`src/rtl/interrupt_controller.sv`:
```
// Two-source interrupt controller: sync, pending, mask, priority, in-service.
// Define INTC_NEST_EN to let src1 preempt an in-service src0.
module interrupt_controller #(
    parameter int          SYNC_STAGES = 2,
    parameter logic [15:0] VEC_BASE    = 16'h0100
) (
    input  logic        CLK,
    input  logic        Reset,
    input  logic [1:0]  irqIn,
    input  logic        maskWrite,
    input  logic [1:0]  maskData,
    input  logic        intAck,
    input  logic        intDone,
    output logic        intReq,
    output logic [1:0]  intSel,
    output logic [1:0]  intLvl,
    output logic [15:0] intVector,
    output logic [1:0]  intPending
);

    typedef enum logic {IDLE, REQ} state_e;

    logic [SYNC_STAGES-1:0] sync0_q, sync0_d;
    logic [SYNC_STAGES-1:0] sync1_q, sync1_d;
    logic [1:0] hist_q, hist_d;
    logic [1:0] pend_q, pend_d;
    logic [1:0] mask_q, mask_d;
    logic [1:0] svc_q, svc_d;
    logic [1:0] sel_q, sel_d;
    state_e     state_q, state_d;

    logic [1:0] synced;
    logic [1:0] rise;
    logic [1:0] elig;
    logic [1:0] lvl;
    logic [1:0] ack_clr;
    logic       ack_ok;

    always_comb begin
        sync0_d = {sync0_q[SYNC_STAGES-2:0], irqIn[0]};
        sync1_d = {sync1_q[SYNC_STAGES-2:0], irqIn[1]};
        synced  = {sync1_q[SYNC_STAGES-1], sync0_q[SYNC_STAGES-1]};
        hist_d  = synced;
        rise    = synced & ~hist_q;
    end

    always_comb begin
        lvl = 2'd0;
        if (svc_q[1]) begin
            lvl = 2'd2;
        end else if (svc_q[0]) begin
            lvl = 2'd1;
        end
    end

    // A source may only interrupt a strictly lower service level.
    always_comb begin
`ifdef INTC_NEST_EN
        elig[0] = pend_q[0] & mask_q[0] & (lvl == 2'd0);
        elig[1] = pend_q[1] & mask_q[1] & (lvl != 2'd2);
`else
        elig = pend_q & mask_q & {2{~|svc_q}};
`endif
    end

    always_comb begin
        ack_ok  = (state_q == REQ) && intAck;
        ack_clr = ack_ok ? sel_q : 2'b00;
        pend_d  = (pend_q & ~ack_clr) | rise;
        mask_d  = maskWrite ? maskData : mask_q;
    end

    // Completion retires the innermost handler before a new ack lands.
    always_comb begin
        svc_d = svc_q;
        if (intDone) begin
            if (svc_d[1]) begin
                svc_d[1] = 1'b0;
            end else if (svc_d[0]) begin
                svc_d[0] = 1'b0;
            end
        end
        svc_d = svc_d | ack_clr;
    end

    always_comb begin
        state_d = state_q;
        sel_d   = sel_q;
        unique case (state_q)
            IDLE: begin
                if (|elig) begin
                    sel_d   = elig[1] ? 2'b10 : 2'b01;
                    state_d = REQ;
                end
            end
            REQ: begin
                if (intAck) begin
                    state_d = IDLE;
                end
            end
            default: state_d = IDLE;
        endcase
    end

    always_ff @(posedge CLK or negedge Reset) begin
        if (!Reset) begin
            sync0_q <= '0;
            sync1_q <= '0;
            hist_q  <= 2'b00;
            pend_q  <= 2'b00;
            mask_q  <= 2'b00;
            svc_q   <= 2'b00;
            sel_q   <= 2'b00;
            state_q <= IDLE;
        end else begin
            sync0_q <= sync0_d;
            sync1_q <= sync1_d;
            hist_q  <= hist_d;
            pend_q  <= pend_d;
            mask_q  <= mask_d;
            svc_q   <= svc_d;
            sel_q   <= sel_d;
            state_q <= state_d;
        end
    end

    assign intReq     = (state_q == REQ);
    assign intSel     = intReq ? sel_q : 2'b00;
    assign intLvl     = lvl;
    assign intPending = pend_q;
    assign intVector  = !intReq  ? 16'h0000 :
                        sel_q[1] ? VEC_BASE + 16'd4 : VEC_BASE;

endmodule

```
`config.mk`:
```
export PLATFORM = sky130hd
export DESIGN_NAME = interrupt_controller
export DESIGN_NICKNAME = d
export VERILOG_FILES = /design/src/rtl/interrupt_controller.sv
export SDC_FILE = /design/constraint.sdc
export NUM_CORES = 1
export LEC_CHECK = 0
export BUFFER_PORTS_ARGS = -buffer_cell sky130_fd_sc_hd__buf_2
export CELL_PAD_IN_SITES_DETAIL_PLACEMENT = 2
export CELL_PAD_IN_SITES_GLOBAL_PLACEMENT = 2
export CORE_ASPECT_RATIO = 1.4
export CORE_MARGIN = 2
export CORE_UTILIZATION = 25
export CTS_BUF_LIST = sky130_fd_sc_hd__clkbuf_8 sky130_fd_sc_hd__clkbuf_16
export DETAILED_ROUTE_END_ITERATION = 8
export GPL_ROUTABILITY_DRIVEN = 0
export PLACE_DENSITY_LB_ADDON = 0.1
export SKIP_CTS_REPAIR_TIMING = 1
export SLEW_MARGIN = 20
export SYNTH_ARGS = -nofsm -noshare
export SYNTH_HDL_FRONTEND = slang
export SYNTH_SLANG_ARGS = --single-unit
```
`constraint.sdc`:
```
create_clock -name CLK -period 1.35 [get_ports CLK]
set_input_delay 0.135 -clock CLK [delete_from_list [all_inputs] [get_ports CLK]]
set_output_delay 0.135 -clock CLK [all_outputs]
set_load 0.1 [all_outputs]
```
Word level (Yosys, flattened, before mapping)

Cells that the tools add are included.

Bitwise operators: 9
Muxes and demuxes: 12
Reductions and logical operators: 5

Operator list:

| operator                           | count |
|---|---|
| two-way mux 2 bit                  | 5 |
| two-way mux 9 bit                  | 1 |
| bitwise AND 2 bit                  | 4 |
| two-way mux 1 bit                  | 4 |
| NOT 2 bit                          | 2 |
| OR 2 bit                           | 2 |
| OR reduction 2 bit                 | 2 |
| two-way mux 3 bit                  | 1 |
| one-hot mux 1 bit (2 select lines) | 1 |
| AND reduction 2 bit                | 1 |
| logical AND 1 bit                  | 1 |
| zero test 1 bit                    | 1 |
| NOT 1 bit                          | 1 |

Input bits: 9
Bits in registers: 15
Logic and storage cells: 34
Output and inout bits: 23

Logic depth before layout (Yosys ltp)

Gate-level depths: netlist (run 1).

Depth in word-level cells: 6
Gate-level depth with buffers: 3
Depth with buffers taken out: 3

Least setup slack after synthesis (run 1)

No wires, ideal clock.

Kind: register to output
Start point: register state_q, in the netlist intReq
End point: output intSel[0]
Cell stages (with the launch flop): 3
Setup slack: -1221 ps
Required time: 1215 ps
Arrival time: 2436 ps
Path buffers: 0
Cells stage by stage: dfrtp_1 > inv_1 > nor2_1

Longest elaborated chain between the ends: 1

RTL lines:

| element                | RTL line | RTL |
|---|---|---|
| from (decl)            | 30       | `state_e state_q, state_d;` |
| from (signal assigned) | 123      | `state_q <= state_d;` |
| two-way mux 2 bit      | 128      | `assign intSel = intReq ? sel_q : 2'b00;` |
| to (decl)              | 15       | `output logic [1:0] intSel,` |

No other way between the ends.

Worst setup path in the final report (run 1)

Start point: register svc_q[1]
End point: output intLvl[1]

Longest elaborated chain between the ends: 1

RTL lines:

| element                | RTL line | RTL |
|---|---|---|
| from (decl)            | 28       | `logic [1:0] svc_q, svc_d;` |
| from (signal assigned) | 121      | `svc_q <= svc_d;` |
| two-way mux 2 bit      | 49       | `if (svc_q[1]) begin` |
| to (decl)              | 16       | `output logic [1:0] intLvl,` |

No other way between the ends.

==> out/qor.csv, run 1 <==
stage;metric;value;unit
routing;ant_nets;0;
clock_tree;cts.sinks;15;
setup_path;end_kind;primary output;
routing;routed_via_density;3.77;
global_route;grt_antenna_before_repair;0;
layout;layoutNonFillerInstCount;116;
global_route;grt_pass1_wl;1950;µm
worst_hold_path;hold_class;input port to flip-flop;
sta;slew_viol_final;0;
layout;drive_gt1_share;36.3;%
layout;diodes;0;
yosys;ys_seq_area_share;56.1;%
placement;numPortBuffers;17;
layout;postLayoutCellArea;872;µm²
sta;timing.setup.tns;0;ps
global_route;grt_max_degree;16;
setup_path;critPathLaunchType;flip-flop;
floorplan;placement_rows;22;
layout;nets;90;
setup_path;worstSetupPathType;flip-flop to primary output;
sta;rsz0062_at_grt;no;
setup_path;cp.required;1220;ps
clock_tree;clk_pin_slew;60;ps
global_route;grt_pass1_vias;462;
yosys;netlist_instances;60;
setup_path;critPathMaxFanout;5;
routing;routed_wl;1250;µm
floorplan;coreArea;2590;µm²
sta;post-route-min-period;1290;ps
yosys;yosysWarnings;0;
routing;wire_per_inst;10.8;µm
floorplan;initial_utilization;25.9;%
yosys;post_synth.cell_area_avg;11.2;µm²
global_route;overflow;0;
global_route;grt_usage;9.63;%
sta;setup_viol;0;
floorplan;io_pins;32;
setup_path;crit_buf_inv;1;
setup_path;crit_family;buffers and inverters;
clock_tree;htreeDepth;1;
placement;dp_cells;109;
run_status;status;finished clean;
layout;area_growth;30.3;%
clock_tree;cts_buffers;3;
routing;num_vias;437;
setup_path;cp_slowest_cell;buf_2;
job;drv_cap;0;
routing;route.detailed.drc;0;
clock_tree;cts-root-buf;clkbuf_8;
floorplan;dieArea;3110;µm²
yosys;synth_area;669;µm²
sta;hold_viol;0;
placement;dp_slack;189;ps
placement;dpl_cell_area;797;µm²
setup_path;cp.arrival;1150;ps
clock_tree;cts_buffer_depth;2;
floorplan;die_h;65.2;µm
routing;initialDrtViolationCount;2;
yosys;synth_cell_type_count;15;
clock_tree;cts_tree;done;
sta;fin_crit_sh;95.2;%
setup_path;max_stage_delay;470;ps
yosys;synth-seq-cells;15;
sta;clock.fmax;0.778;GHz
sta;skew;3.36;ps
routing;dr.pass1.iters;2;
sta;setup_ws;64.5;ps
floorplan;die-width;47.7;µm
setup_path;r2r_slack;200;ps
clock_tree;clk_latency;250;ps
setup_path;cp_cell_sequence;buf_2;
layout;fillers;314;
[through the flow]
| stage | hold WS [ps] | util, % |
|---|---|---|
| floorplan | -161 | - |
| global placement | 57.5 | 30.8 |
| detailed placement | 66.2 | 30.8 |
| CTS | -214 | 32.5 |
| global route | 106 | 33.7 |
| finish | 97.2 | 33.7 |
[cell usage in the layout, fill, tap and decap left out]
master / Yosys / final
nor2_4: 0 / 1
and2_4: 0 / 1
a22o_1: 1 / 1
o21ai_0: 5 / 5
buf_2: 0 / 13
nand3_1: 3 / 3
nor3_4: 1 / 1
dlygate4sd3_1: 0 / 3
and2b_2: 1 / 1
dfrtp_2: 0 / 2
buf_12: 0 / 4
dfrtp_1: 15 / 12
conb_1: 1 / 14
clkbuf_8: 0 / 3
inv_1: 6 / 7
dfrtp_4: 0 / 1
a32o_1: 1 / 1
mux2_2: 2 / 2
nand2_1: 4 / 4
a32oi_1: 1 / 1
[registers in the layout, summed over array words and instances (netlist names)]
register / cells
hist_q: 2
intPending: 2
mask_q: 2
sel_q: 2
svc_q: 2
sync0_q: 2
sync1_q: 2
intReq: 1
[final cells by class]
| class | instances | area [µm²] | area share, % |
|---|---|---|---|
| Inverter | 6 | 22.5 | 2.58 |
| Timing Repair Buffer | 20 | 175 | 20.1 |
| Tap cell | 36 | 45.0 | 5.16 |
| Clock inverter | 1 | 3.75 | 0.430 |
| Clock buffer | 3 | 41.3 | 4.73 |
| Multi-Input combinational cell | 35 | 203 | 23.2 |
| Sequential cell | 15 | 382 | 43.8 |
[layer usage]
metal,GRT usage [%],up-vias,share of wire [%]
li1,-,200,-
met1,9.04,211,37
met2,14.8,22,50
met3,2.75,4,8.7
met4,10.1,0,4.1
met5,0,-,0
[logic make-up (layout without fill, tap and decap cells)]
family,Yosys count,in the layout,share of synthesized area (%)
mux,2,2,3.36
flops,15,15,56.1
simple gates,11,11,9.72
compound gates,8,8,7.85
buf+inv,23,30,22.4
other cells,1,14,0.560
[final timing paths]
path | startpoint | to | cells past startpoint
max in group asynchronous | Reset | intReq | 2
min reg2reg | sync0_q[0] | sync0_q[1] | 0
max | svc_q[1] | intLvl[1] | 1
max reg2reg | intReq | sel_q[1] | 3
min in group asynchronous | Reset | mask_q[1] | 2
min | intDone | svc_q[1] | 2
[worst reg2reg max path, delay by kind of cell (launching register included)]
family | cells | cell delay (ps)
AOI/OAI and AO/OA | 1 | 210
DFF | 1 | 510
and+or+nand+nor | 2 | 320
[synth_stat cells]
library cell  count  area, µm²
nand3_1           3       15.0
o21ai_0           5       25.0
nor3_4            1       16.3
and2_1            1       6.26
dfrtp_1          15        375
inv_1             6       22.5
buf_4            17        128
nand2_1           4       15.0
a32o_1            1       10.0
and2b_2           1       8.76
conb_1            1       3.75
a22o_1            1       8.76
mux2_2            2       22.5
a32oi_1           1       8.76
nor2_1            1       3.75
Power of run 1 is left out: the tool's default activity adds up to more than one toggle a clock period on the data nets, which glitch-free logic cannot reach.
==> run 2: changes to the inputs <==
--- a/config.mk
+++ b/config.mk
@@ -15,6 +15,7 @@
 export DETAILED_ROUTE_END_ITERATION = 8
 export GPL_ROUTABILITY_DRIVEN = 0
 export PLACE_DENSITY_LB_ADDON = 0.1
+export RECOVER_POWER = 100
 export SKIP_CTS_REPAIR_TIMING = 1
 export SLEW_MARGIN = 20
 export SYNTH_ARGS = -nofsm -noshare
==> run 2 against run 1 <==
Maximum frequency barely moved. Largest cell class unchanged. Cell area fell by 3.7%. Flip-flop and latch count did not move.
==> out/qor.csv, run 2 (synthesis results as in run 1) <==
stage;metric;value;unit;change
layout;nets;90;;unchanged
sta;post-route-min-period;1290;ps;+0.916 ps
global_route;grt_usage;9.63;%;unchanged
global_route;overflow;0;;unchanged
setup_path;worstSetupPathType;flip-flop to primary output;;
sta;slew_viol_final;0;;unchanged
routing;route.detailed.drc;0;;unchanged
layout;fillers;317;;+0.96%
floorplan;initial_utilization;25.9;%;unchanged
sta;clock.fmax;0.777;GHz;about the same
clock_tree;cts_buffers;3;;unchanged
placement;dp_cells;109;;unchanged
layout;area_growth;25.4;%;
clock_tree;clk_pin_slew;60;ps;about the same
layout;utilization;32.4;%;-1.3 points
setup_path;r2r_cells;3;;unchanged
setup_path;cp.arrival;1150;ps;about the same
setup_path;end_kind;primary output;;
clock_tree;cts_tree;done;;
routing;dr.pass1.iters;2;;unchanged
layout;register_area;382;µm²;unchanged
layout;layoutNonFillerInstCount;116;;unchanged
floorplan;io_pins;32;;unchanged
sta;slew_headroom;45.6;%;
worst_hold_path;hp-start;intDone;;
worst_hold_path;worstHoldEndpoint;svc_q[1];;
sta;setup_ws;63.6;ps;-0.916 ps
floorplan;die_h;65.2;µm;unchanged
sta;fin_crit_sh;95.3;%;about the same
placement;dp_slack;189;ps;unchanged
setup_path;cp_slowest_cell;buf_2;;
setup_path;critPathLaunchType;flip-flop;;
setup_path;cp.required;1220;ps;about the same
setup_path;cp_cell_sequence;buf_2;;
layout;final_cell_mix;conb_1 (14), dfrtp_1 (12), buf_2 (10), inv_1 (7), o21ai_0 (5);;
floorplan;coreArea;2590;µm²;unchanged
job;drv_cap;0;;unchanged
routing;wire_per_inst;10.9;µm;+0.72%
sta;hold_viol;0;;unchanged
sta;skew;3.15;ps;-0.205 ps
sta;setup_viol;0;;unchanged
setup_path;crit_buf_inv;1;;unchanged
setup_path;crit_family;buffers and inverters;;
placement;numPortBuffers;17;;unchanged
routing;ant_nets;0;;unchanged
layout;multi_input_area;203;µm²;unchanged
layout;final_common_cell;conb_1;;
sta;tightest_slew;816;ps;
clock_tree;htreeDepth;1;;unchanged
global_route;grt_pass1_wl;1950;µm;unchanged
global_route;grt_max_degree;16;;unchanged
setup_path;r2r_start;intReq;;
sta;rsz0062_at_grt;no;;
clock_tree;clk_latency;250;ps;about the same
floorplan;die-width;47.7;µm;unchanged
layout;drive_gt1_share;35.0;%;-1.3 points
clock_tree;cts.sinks;15;;unchanged
run_status;status;finished clean;;
setup_path;r2r_end;sel_q[1];;
layout;diodes;0;;unchanged
clock_tree;cts-root-buf;clkbuf_8;;
global_route;grt_antenna_before_repair;0;;unchanged
worst_hold_path;hold_depth;2;;unchanged
floorplan;dieArea;3110;µm²;unchanged
setup_path;max_stage_delay;470;ps;about the same
routing;initialDrtViolationCount;2;;unchanged
routing;num_vias;437;;unchanged
worst_hold_path;hold_class;input port to flip-flop;;
routing;routed_via_density;3.77;;unchanged
clock_tree;cts_buffer_depth;2;;unchanged
global_route;grt_pass1_vias;462;;unchanged
setup_path;critPathMaxFanout;5;;unchanged
floorplan;placement_rows;22;;unchanged
setup_path;r2r_slack;200;ps;about the same
routing;routed_wl;1260;µm;+0.72%
run 2: area by class of cell:
class	count	area share, %
sequential	15	45.5
clock inverter	1	0.447
clock buffer	3	4.92
multi-input combinational	35	24.1
timing repair buffer	20	17.0
inverter	6	2.68
tap	36	5.37
run 2: worst max path at each step:
| stage | from | cells after the start | slack, ps | to |
|---|---|---|---|---|
| floorplan | intReq | 2 | -70 | intSel[0] |
| global placement | svc_q[1] | 3 | 240 | sel_q[1] |
| detailed placement | svc_q[1] | 3 | 190 | sel_q[1] |
| CTS | svc_q[1] | 1 | 40 | intLvl[1] |
| global route | svc_q[1] | 1 | 10 | intLvl[1] |
| finish | svc_q[1] | 1 | 60 | intLvl[1] |
run 2: through the flow:
stage | cell area (µm²) | TNS (ps) | hold WS, ps
after global placement | 797 | 0 | 57.5
after CTS | 842 | 0 | -214
after global routing | 840 | 0 | 106
final | 840 | 0 | 92.1
after floorplan | 747 | -114 | -161
after detailed placement | 797 | 0 | 66.2
run 2: routing by layer:
metal | part of all wire, % | vias to the layer above | global-route usage [%]
li1 | - | 200 | -
met1 | 37 | 211 | 9.04
met2 | 49 | 22 | 14.8
met3 | 9.2 | 4 | 2.75
met4 | 4.1 | 0 | 10.1
met5 | 0 | - | 0
Power of run 2 is left out for the same reason.
